<file path="src/rtl/ahb_master.sv">
// AHB-Lite master: turns host SINGLE/INCR4 commands into pipelined AHB transfers with per-beat responses.
// Optional AHB_MASTER_ERR_ABORT_EN: an ERROR response cancels the remaining beats of a burst.
module ahb_master (
  input  logic         h_clk,
  input  logic         h_resetn,
  input  logic         cmd_valid,
  output logic         cmd_ready,
  input  logic [31:0]  cmd_addr,
  input  logic         cmd_write,
  input  logic [2:0]   cmd_burst,
  input  logic [2:0]   cmd_size,
  input  logic [127:0] cmd_wdata,
  input  logic [3:0]   cmd_wstrb,
  output logic [31:0]  h_addr,
  output logic [2:0]   h_burst,
  output logic [2:0]   h_size,
  output logic [1:0]   h_trans,
  output logic         h_write,
  output logic [31:0]  h_wdata,
  output logic [3:0]   h_wstrb,
  input  logic [31:0]  h_rdata,
  input  logic         h_ready,
  input  logic         h_resp,
  output logic         rsp_valid,
  output logic [31:0]  rsp_rdata,
  output logic         rsp_err,
  output logic         rsp_last
);

  localparam logic [1:0] TRANS_IDLE   = 2'b00;
  localparam logic [1:0] TRANS_NONSEQ = 2'b10;
  localparam logic [1:0] TRANS_SEQ    = 2'b11;
  localparam logic [2:0] BURST_SINGLE = 3'b000;
  localparam logic [2:0] BURST_INCR4  = 3'b011;

  typedef enum logic [1:0] {S_IDLE, S_FIRST, S_SEQ, S_DATA} state_t;

  state_t       state_reg, state_next;
  logic [127:0] wdata_reg;
  logic [3:0]   wstrb_reg;
  logic [1:0]   beat_reg;
  logic         incr4_reg;
  logic         cmd_fire, addr_accept, data_done, abort;

  // Gating with the reset input keeps cmd_ready low while reset is held.
  assign cmd_ready   = h_resetn && ((state_reg == S_IDLE) || ((state_reg == S_DATA) && h_ready));
  assign cmd_fire    = cmd_valid && cmd_ready;
  assign addr_accept = ((state_reg == S_FIRST) || (state_reg == S_SEQ)) && h_ready;
  assign data_done   = ((state_reg == S_SEQ) || (state_reg == S_DATA)) && h_ready;

`ifdef AHB_MASTER_ERR_ABORT_EN
  // First ERROR cycle of a mid-burst data phase: drop the pending address phase.
  assign abort = (state_reg == S_SEQ) && h_resp && !h_ready;
`else
  assign abort = 1'b0;
`endif

  always_ff @(posedge h_clk or negedge h_resetn) begin
    if (!h_resetn) state_reg <= S_IDLE;
    else           state_reg <= state_next;
  end

  always_comb begin
    state_next = state_reg;
    unique case (state_reg)
      S_IDLE:  if (cmd_fire) state_next = S_FIRST;
      S_FIRST: if (h_ready) state_next = incr4_reg ? S_SEQ : S_DATA;
      S_SEQ:   if (abort || (h_ready && (beat_reg == 2'd3))) state_next = S_DATA;
      S_DATA:  if (h_ready) state_next = cmd_fire ? S_FIRST : S_IDLE;
      default: state_next = S_IDLE;
    endcase
  end

  always_ff @(posedge h_clk or negedge h_resetn) begin
    if (!h_resetn) begin
      h_addr    <= '0;
      h_burst   <= '0;
      h_size    <= '0;
      h_trans   <= TRANS_IDLE;
      h_write   <= 1'b0;
      h_wdata   <= '0;
      h_wstrb   <= '0;
      rsp_valid <= 1'b0;
      rsp_rdata <= '0;
      rsp_err   <= 1'b0;
      rsp_last  <= 1'b0;
      wdata_reg <= '0;
      wstrb_reg <= '0;
      beat_reg  <= '0;
      incr4_reg <= 1'b0;
    end else begin
      // h_write still belongs to the completing beat when a new command is captured.
      rsp_valid <= data_done;
      rsp_rdata <= (data_done && !h_write) ? h_rdata : '0;
      rsp_err   <= data_done && h_resp;
      rsp_last  <= data_done && (state_reg == S_DATA);
      if (cmd_fire) begin
        h_addr    <= cmd_addr;
        h_burst   <= (cmd_burst == BURST_INCR4) ? BURST_INCR4 : BURST_SINGLE;
        h_size    <= cmd_size;
        h_write   <= cmd_write;
        h_trans   <= TRANS_NONSEQ;
        incr4_reg <= (cmd_burst == BURST_INCR4);
        wdata_reg <= cmd_wdata;
        wstrb_reg <= cmd_wstrb;
        beat_reg  <= 2'd0;
      end else if (addr_accept) begin
        h_wdata <= wdata_reg[{beat_reg, 5'b0} +: 32];
        h_wstrb <= wstrb_reg;
        if (incr4_reg && (beat_reg != 2'd3)) begin
          h_addr   <= h_addr + (32'd1 << h_size);
          h_trans  <= TRANS_SEQ;
          beat_reg <= beat_reg + 2'd1;
        end else begin
          h_trans <= TRANS_IDLE;
        end
      end else if (abort) begin
        h_trans <= TRANS_IDLE;
      end
    end
  end

endmodule

</file>
<file path="config.mk">
export PLATFORM = sky130hd
export DESIGN_NAME = ahb_master
export DESIGN_NICKNAME = d
export VERILOG_FILES = /design/src/rtl/ahb_master.sv
export SDC_FILE = /design/constraint.sdc
export NUM_CORES = 1
export LEC_CHECK = 0
export BUFFER_PORTS_ARGS = -buffer_cell sky130_fd_sc_hd__buf_2
export CAP_MARGIN = 30
export CORE_AREA = 2 2 169 171
export DETAILED_ROUTE_END_ITERATION = 6
export DIE_AREA = 0 0 171 173
export PLACE_DENSITY = 0.72
export SYNTH_ARGS = -nofsm -noshare
export SYNTH_HDL_FRONTEND = slang
export SYNTH_SLANG_ARGS = --single-unit
</file>
<file path="constraint.sdc">
create_clock -name h_clk -period 3.44 [get_ports h_clk]
set_clock_uncertainty 0.15 [all_clocks]
set_input_delay 0.172 -clock h_clk [delete_from_list [all_inputs] [get_ports h_clk]]
set_output_delay 0.172 -clock h_clk [all_outputs]
set_load 0.03 [all_outputs]
</file>
-- After elaboration in Yosys (flattened, before gate mapping)
Cells that the tools add are included.
- bits in registers: 249
- latch bits: 0
- memory bits (writable): 0
- ROM bits: 0
- input port bits: 208
- output and inout bits: 113
- logic and storage cells: 69
- memories kept: 0
- $add $sub $neg: 2
- $mul: 0
- divide/modulo/power cells: 0
- $lt $le $gt $ge: 0
- eq/ne operators: 10
- shifts and indexed selects: 2
- multiplexer cells: 18
- bitwise logic cells: 1
- reduce and logical (&&, ||, !) cells: 20
- operator list (operator ; number):
    $mux 32 ; 4
    $shiftx 128x8->32 ; 1
    $add 32x32->32 ; 1
    $shl 1x3->32 const A ; 1
    $mux 2 ; 11
    $logic_and 1x1->1 ; 10
    $ne 2x2->1 const B ; 4
    $pmux 2 s4 ; 1
    $eq 2x2->1 const B ; 3
    $reduce_and 2->1 ; 2
    $reduce_and 4->1 ; 1
    $reduce_bool 2->1 ; 2
    $eq 3x2->1 const B ; 1
    $logic_or 1x1->1 ; 3
    $add 2x1->2 const B ; 1
    $eq 2x1->1 const B ; 1
    $logic_not 2->1 ; 1
    $mux 1 ; 2
    $ne 2x1->1 const B ; 1
    $logic_not 1->1 ; 1
    $not 1->1 ; 1

-- Logic depth before layout (Yosys ltp)
- word-level depth: 8
- depth in mapped cells: 9
- depth with buffers taken out: 8

-- Worst setup path after synthesis
No wires, ideal clock.
- kind: register -> register
- start point: register h_size[0]
- end point: register h_addr[24]
- library setup time: 0.082 ns
- arrival: 2.656 ns
- data required time: 3.208 ns
- slack: 0.552 ns
- cell stages (with the launch flop): 9
- buffers on the path: 1
- period minus slack after synthesis: 2.888 ns
- cell sequence: dfrtp_1 > clkbuf_1 > nor3b_1 > fa_1 > a211oi_1 > o211ai_1 > nand3_1 > or4_1 > a31oi_1
- word-level cells in the longest chain between the ends: 5
- RTL lines (element ; line ; source):
    from (decl) ; 16 ; output logic [2:0] h_size,
    from (signal assigned) ; 100 ; h_size <= cmd_size;
    $shl 1x3->32 ; 111 ; h_addr <= h_addr + (32'd1 << h_size);
    $add 32x32->32 ; 111 ;
    $mux 32 ; 110 ; if (incr4_reg && (beat_reg != 2'd3)) begin
    $mux 32 ; 107 ; end else if (addr_accept) begin
    $mux 32 ; 97 ; if (cmd_fire) begin
    to (signal assigned) ; 98 ; h_addr <= cmd_addr;
    to (signal assigned) ; 111 ;
    to (decl) ; 14 ; output logic [31:0] h_addr,
Every way passes these cells. The select of a mux whose other input is x is not followed.
A chain may end at the register's enable or synchronous reset.

-- Worst setup path in the final report
- start point: register h_size[0]
- end point: register h_addr[17]
Same word-level chain as after synthesis.

==> results_dict.tcl <==
set metrics [dict create \
    status "finished clean" \
    rsz0062_at_grt "false" \
    floorplan.initialDensity_pct 39.7 \
    power_switching_uw 5090 \
    wl_met2_microns 17300 \
    critical_path.max_stage_delay_ps 550 \
    r2r_cells 7 \
    slew_viol_final 0 \
    r2r_slack_ps 480 \
    netlist_area_sq_um 11000 \
    finalHoldViolations 0 \
    synth_edf_count 0 \
    largest_register_ffs 128 \
    overflow 0 \
    maxUsedRoutingLayer "met4" \
    ys_ff_latch 246 \
    fmax_ghz 0.338 \
    port_buffers 319 \
    drtIter0Drc 721 \
    finalSetupTns_ps 0 \
    dp_hpwl_microns 19300 \
    die_x_microns 171 \
    synth_seq_area_share_pct 56.1 \
    crit_required_ps 3700 \
    final_util_pct 57.7 \
    cp_cell_sequence "nor3b_1 > ha_1 > a211oi_1 > o21bai_1 > a32oi_2 > mux2i_1 > a211o_1" \
    p_leak_uw 0.00807 \
    crit_path_top_delay_cell "a32oi_2" \
    wl_met3_microns 2050 \
    hold_path.class "in -> async" \
    viasPerCell 5.05 \
    gp_congestion 0.869 \
    die_area_sq_um 29600 \
    nNetsFinal 1820 \
    fp.dieH_microns 173 \
    grt_pass1_wl_microns 54400 \
    remaining_drc_errors 0 \
    async_flop_share_pct 100 \
    m1WireLength_microns 13100 \
    hold_slack_ps 49.2 \
    grt_util_all_layers_pct 22.9 \
    cts_root_buf "clkbuf_16" \
    area_delta_synth_final_pct 45.2 \
    nFillCells 2214 \
    drive_gt1_share_pct 28.3 \
    grt_max_degree 141 \
    cts_tree "yes" \
    power.share.sequential_pct 37.9 \
    yosys_most_used_dff "dfrtp_1" \
    crit_arrival_ps 3220 \
    cts_buffers 27 \
    vias 10092 \
    post_cts_buffers 0 \
    p_comb_share_pct 40.6 \
    worst_slew_pin_slew_ps 757 \
    ios 321 \
    r2r_end "h_addr[17]" \
    dp.cells 1740 \
    path_clk_slew_ps 60 \
    fin_crit_sh_pct 86.0 \
    drtPass1Iterations 5 \
    clkPwrFrac_pct 21.5 \
    irDropWorstVdd_mv 0.378 \
    ys_types 55 \
    antenna_left 0 \
    antenna_found_initial 6 \
    drv_cap 0 \
    wire_per_inst_microns 17.2 \
    intPower_uw 7870 \
    grt_pass1_vias 10666 \
    power_density_nw_per_um2 814 \
    cts.sinks 246 \
    r2r-start "h_size[0]" \
    coreArea_sq_um 27600 \
    timing_worst_setup_path_type "reg -> reg" \
    rows 61 \
    syn_inst 1091 \
    yosysWarnings 0 \
    synth.avg_cell_area_sq_um 10.1 \
    min_period_ps 2960 \
    routed_wl_microns 34300 \
    worst-path-max-fanout 10 \
    syn_nets 1313 \
    finalSetupViolCount 0 \
    critPathBufInv 0 \
    critPathTopFamily "compound AO/OA/AOI/OAI gates" \
    slew_headroom_pct 49.5 \
    clock_latency_ps 530 \
    cts_htree_levels 1 \
    cp-start-kind "flop" \
    clock_path_buffers 3 \
    cp-end-kind "flop" \
    instances_no_fill 2000 \
    p_sw_share_pct 39.2 \
]
## logic make-up after synthesis
group           synth area share [%]
mux                             11.0
fa+ha+maj                       1.66
xor+xnor                        1.04
flops                           56.1
buf+inv                         2.74
simple gates                    23.2
other cells                   0.0342
compound gates                  4.26
## routing by layer
layer	global-route usage, %	vias up
met4	13.2	0
met2	38.8	429
met1	26.8	4875
met5	0	-
met3	4.60	152
li1	-	4636
## tightest hold or removal path: cells and delay by family
family                 cells  cell delay, ps
buffers and inverters      3             900
## stage by stage
step | cell area [sq um] | total power, uW | setup WS (ps)
floorplan | 11000 | 8370 | 552
global placement | 13000 | 9720 | 615
detailed placement | 13000 | 9890 | 484
CTS | 15900 | 12900 | 458
global route | 15900 | 13800 | 254
finish | 15900 | 13000 | 482
## cell usage in the layout, fill, tap and decap left out, types with 9 or more instances in the layout
cell	Yosys	final
nand2_1	453	453
buf_2	0	318
dfrtp_1	246	244
dlygate4sd3_1	0	205
and2_1	38	38
mux2_2	36	36
mux4_2	32	32
clkbuf_16	0	27
nor2_1	24	23
o21ai_0	22	22
nand3_1	21	21
a21oi_1	17	17
nor3_1	13	13
ha_1	13	13
xor2_1	11	11
a31oi_1	10	10
buf_4	5	10
inv_1	9	9
clkbuf_8	0	9
## synth_stat cells (all sizes together), types with 2 or more instances
library cell	number	area, sq um
nand2	453	1700
dfrtp	246	6160
clkbuf	47	176
and2	38	238
mux2	36	405
mux4	32	721
nor2	24	90.1
o21ai	23	115
nand3	22	115
a21oi	17	85.1
buf	15	90.1
ha	13	163
nor3	13	65.1
xor2	11	96.3
a31oi	10	62.6
inv	9	33.8
mux2i	8	80.1
nand4	7	58.8
or3	7	48.8
and3	5	32.5
nor3b	5	37.5
nand4b	4	35.0
nor4	4	25.0
o211ai	4	30.0
o31ai	4	30.0
or4	4	33.8
o21a	3	22.5
a211o	2	17.5
a211oi	2	15.0
a32oi	2	25.0
and3b	2	17.5
nand3b	2	15.0
nor2b	2	12.5
or2	2	12.5
xnor2	2	17.5
## power by group through the flow
stage / registers [uW] / logic (uW) / clock network [uW]
2_1_floorplan: 5580 / 2790 / 0
3_3_place_gp: 4840 / 4880 / 0
3_5_place_dp: 4900 / 5000 / 0
4_1_cts: 4860 / 5210 / 2840
5_1_grt: 5050 / 5780 / 2970
6_report: 4920 / 5260 / 2780
## final cells by class
| type | count | area (sq um) | area share [%] |
|---|---|---|---|
| Tap cell | 378 | 473 | 2.97 |
| Multi-Input combinational cell | 774 | 4530 | 28.5 |
| Timing Repair Buffer | 540 | 3860 | 24.2 |
| Clock inverter | 7 | 41.3 | 0.259 |
| Antenna cell | 6 | 15.0 | 0.0943 |
| Sequential cell | 246 | 6160 | 38.7 |
| Clock buffer | 40 | 815 | 5.11 |
| Inverter | 9 | 33.8 | 0.212 |
## repair_timing
item | CTS | global route
endpoints found under the hold margin | 377 | 0
setup endpoints to repair | 0 | 0
resized for setup | 0 | 0
hold buffers | 206 | 0
## worst max path at each step
stage	startpoint	to	slack, ps	cells after the start
3_3_place_gp	h_size[0]	h_addr[24]	620	7
3_5_place_dp	h_size[0]	h_addr[17]	480	7
5_1_grt	h_size[0]	h_addr[17]	250	7
4_1_cts	h_size[0]	h_addr[17]	460	7
6_report	h_size[0]	h_addr[17]	480	7
2_1_floorplan	h_size[0]	h_addr[24]	550	8
(Power assumes the default switching activity.)
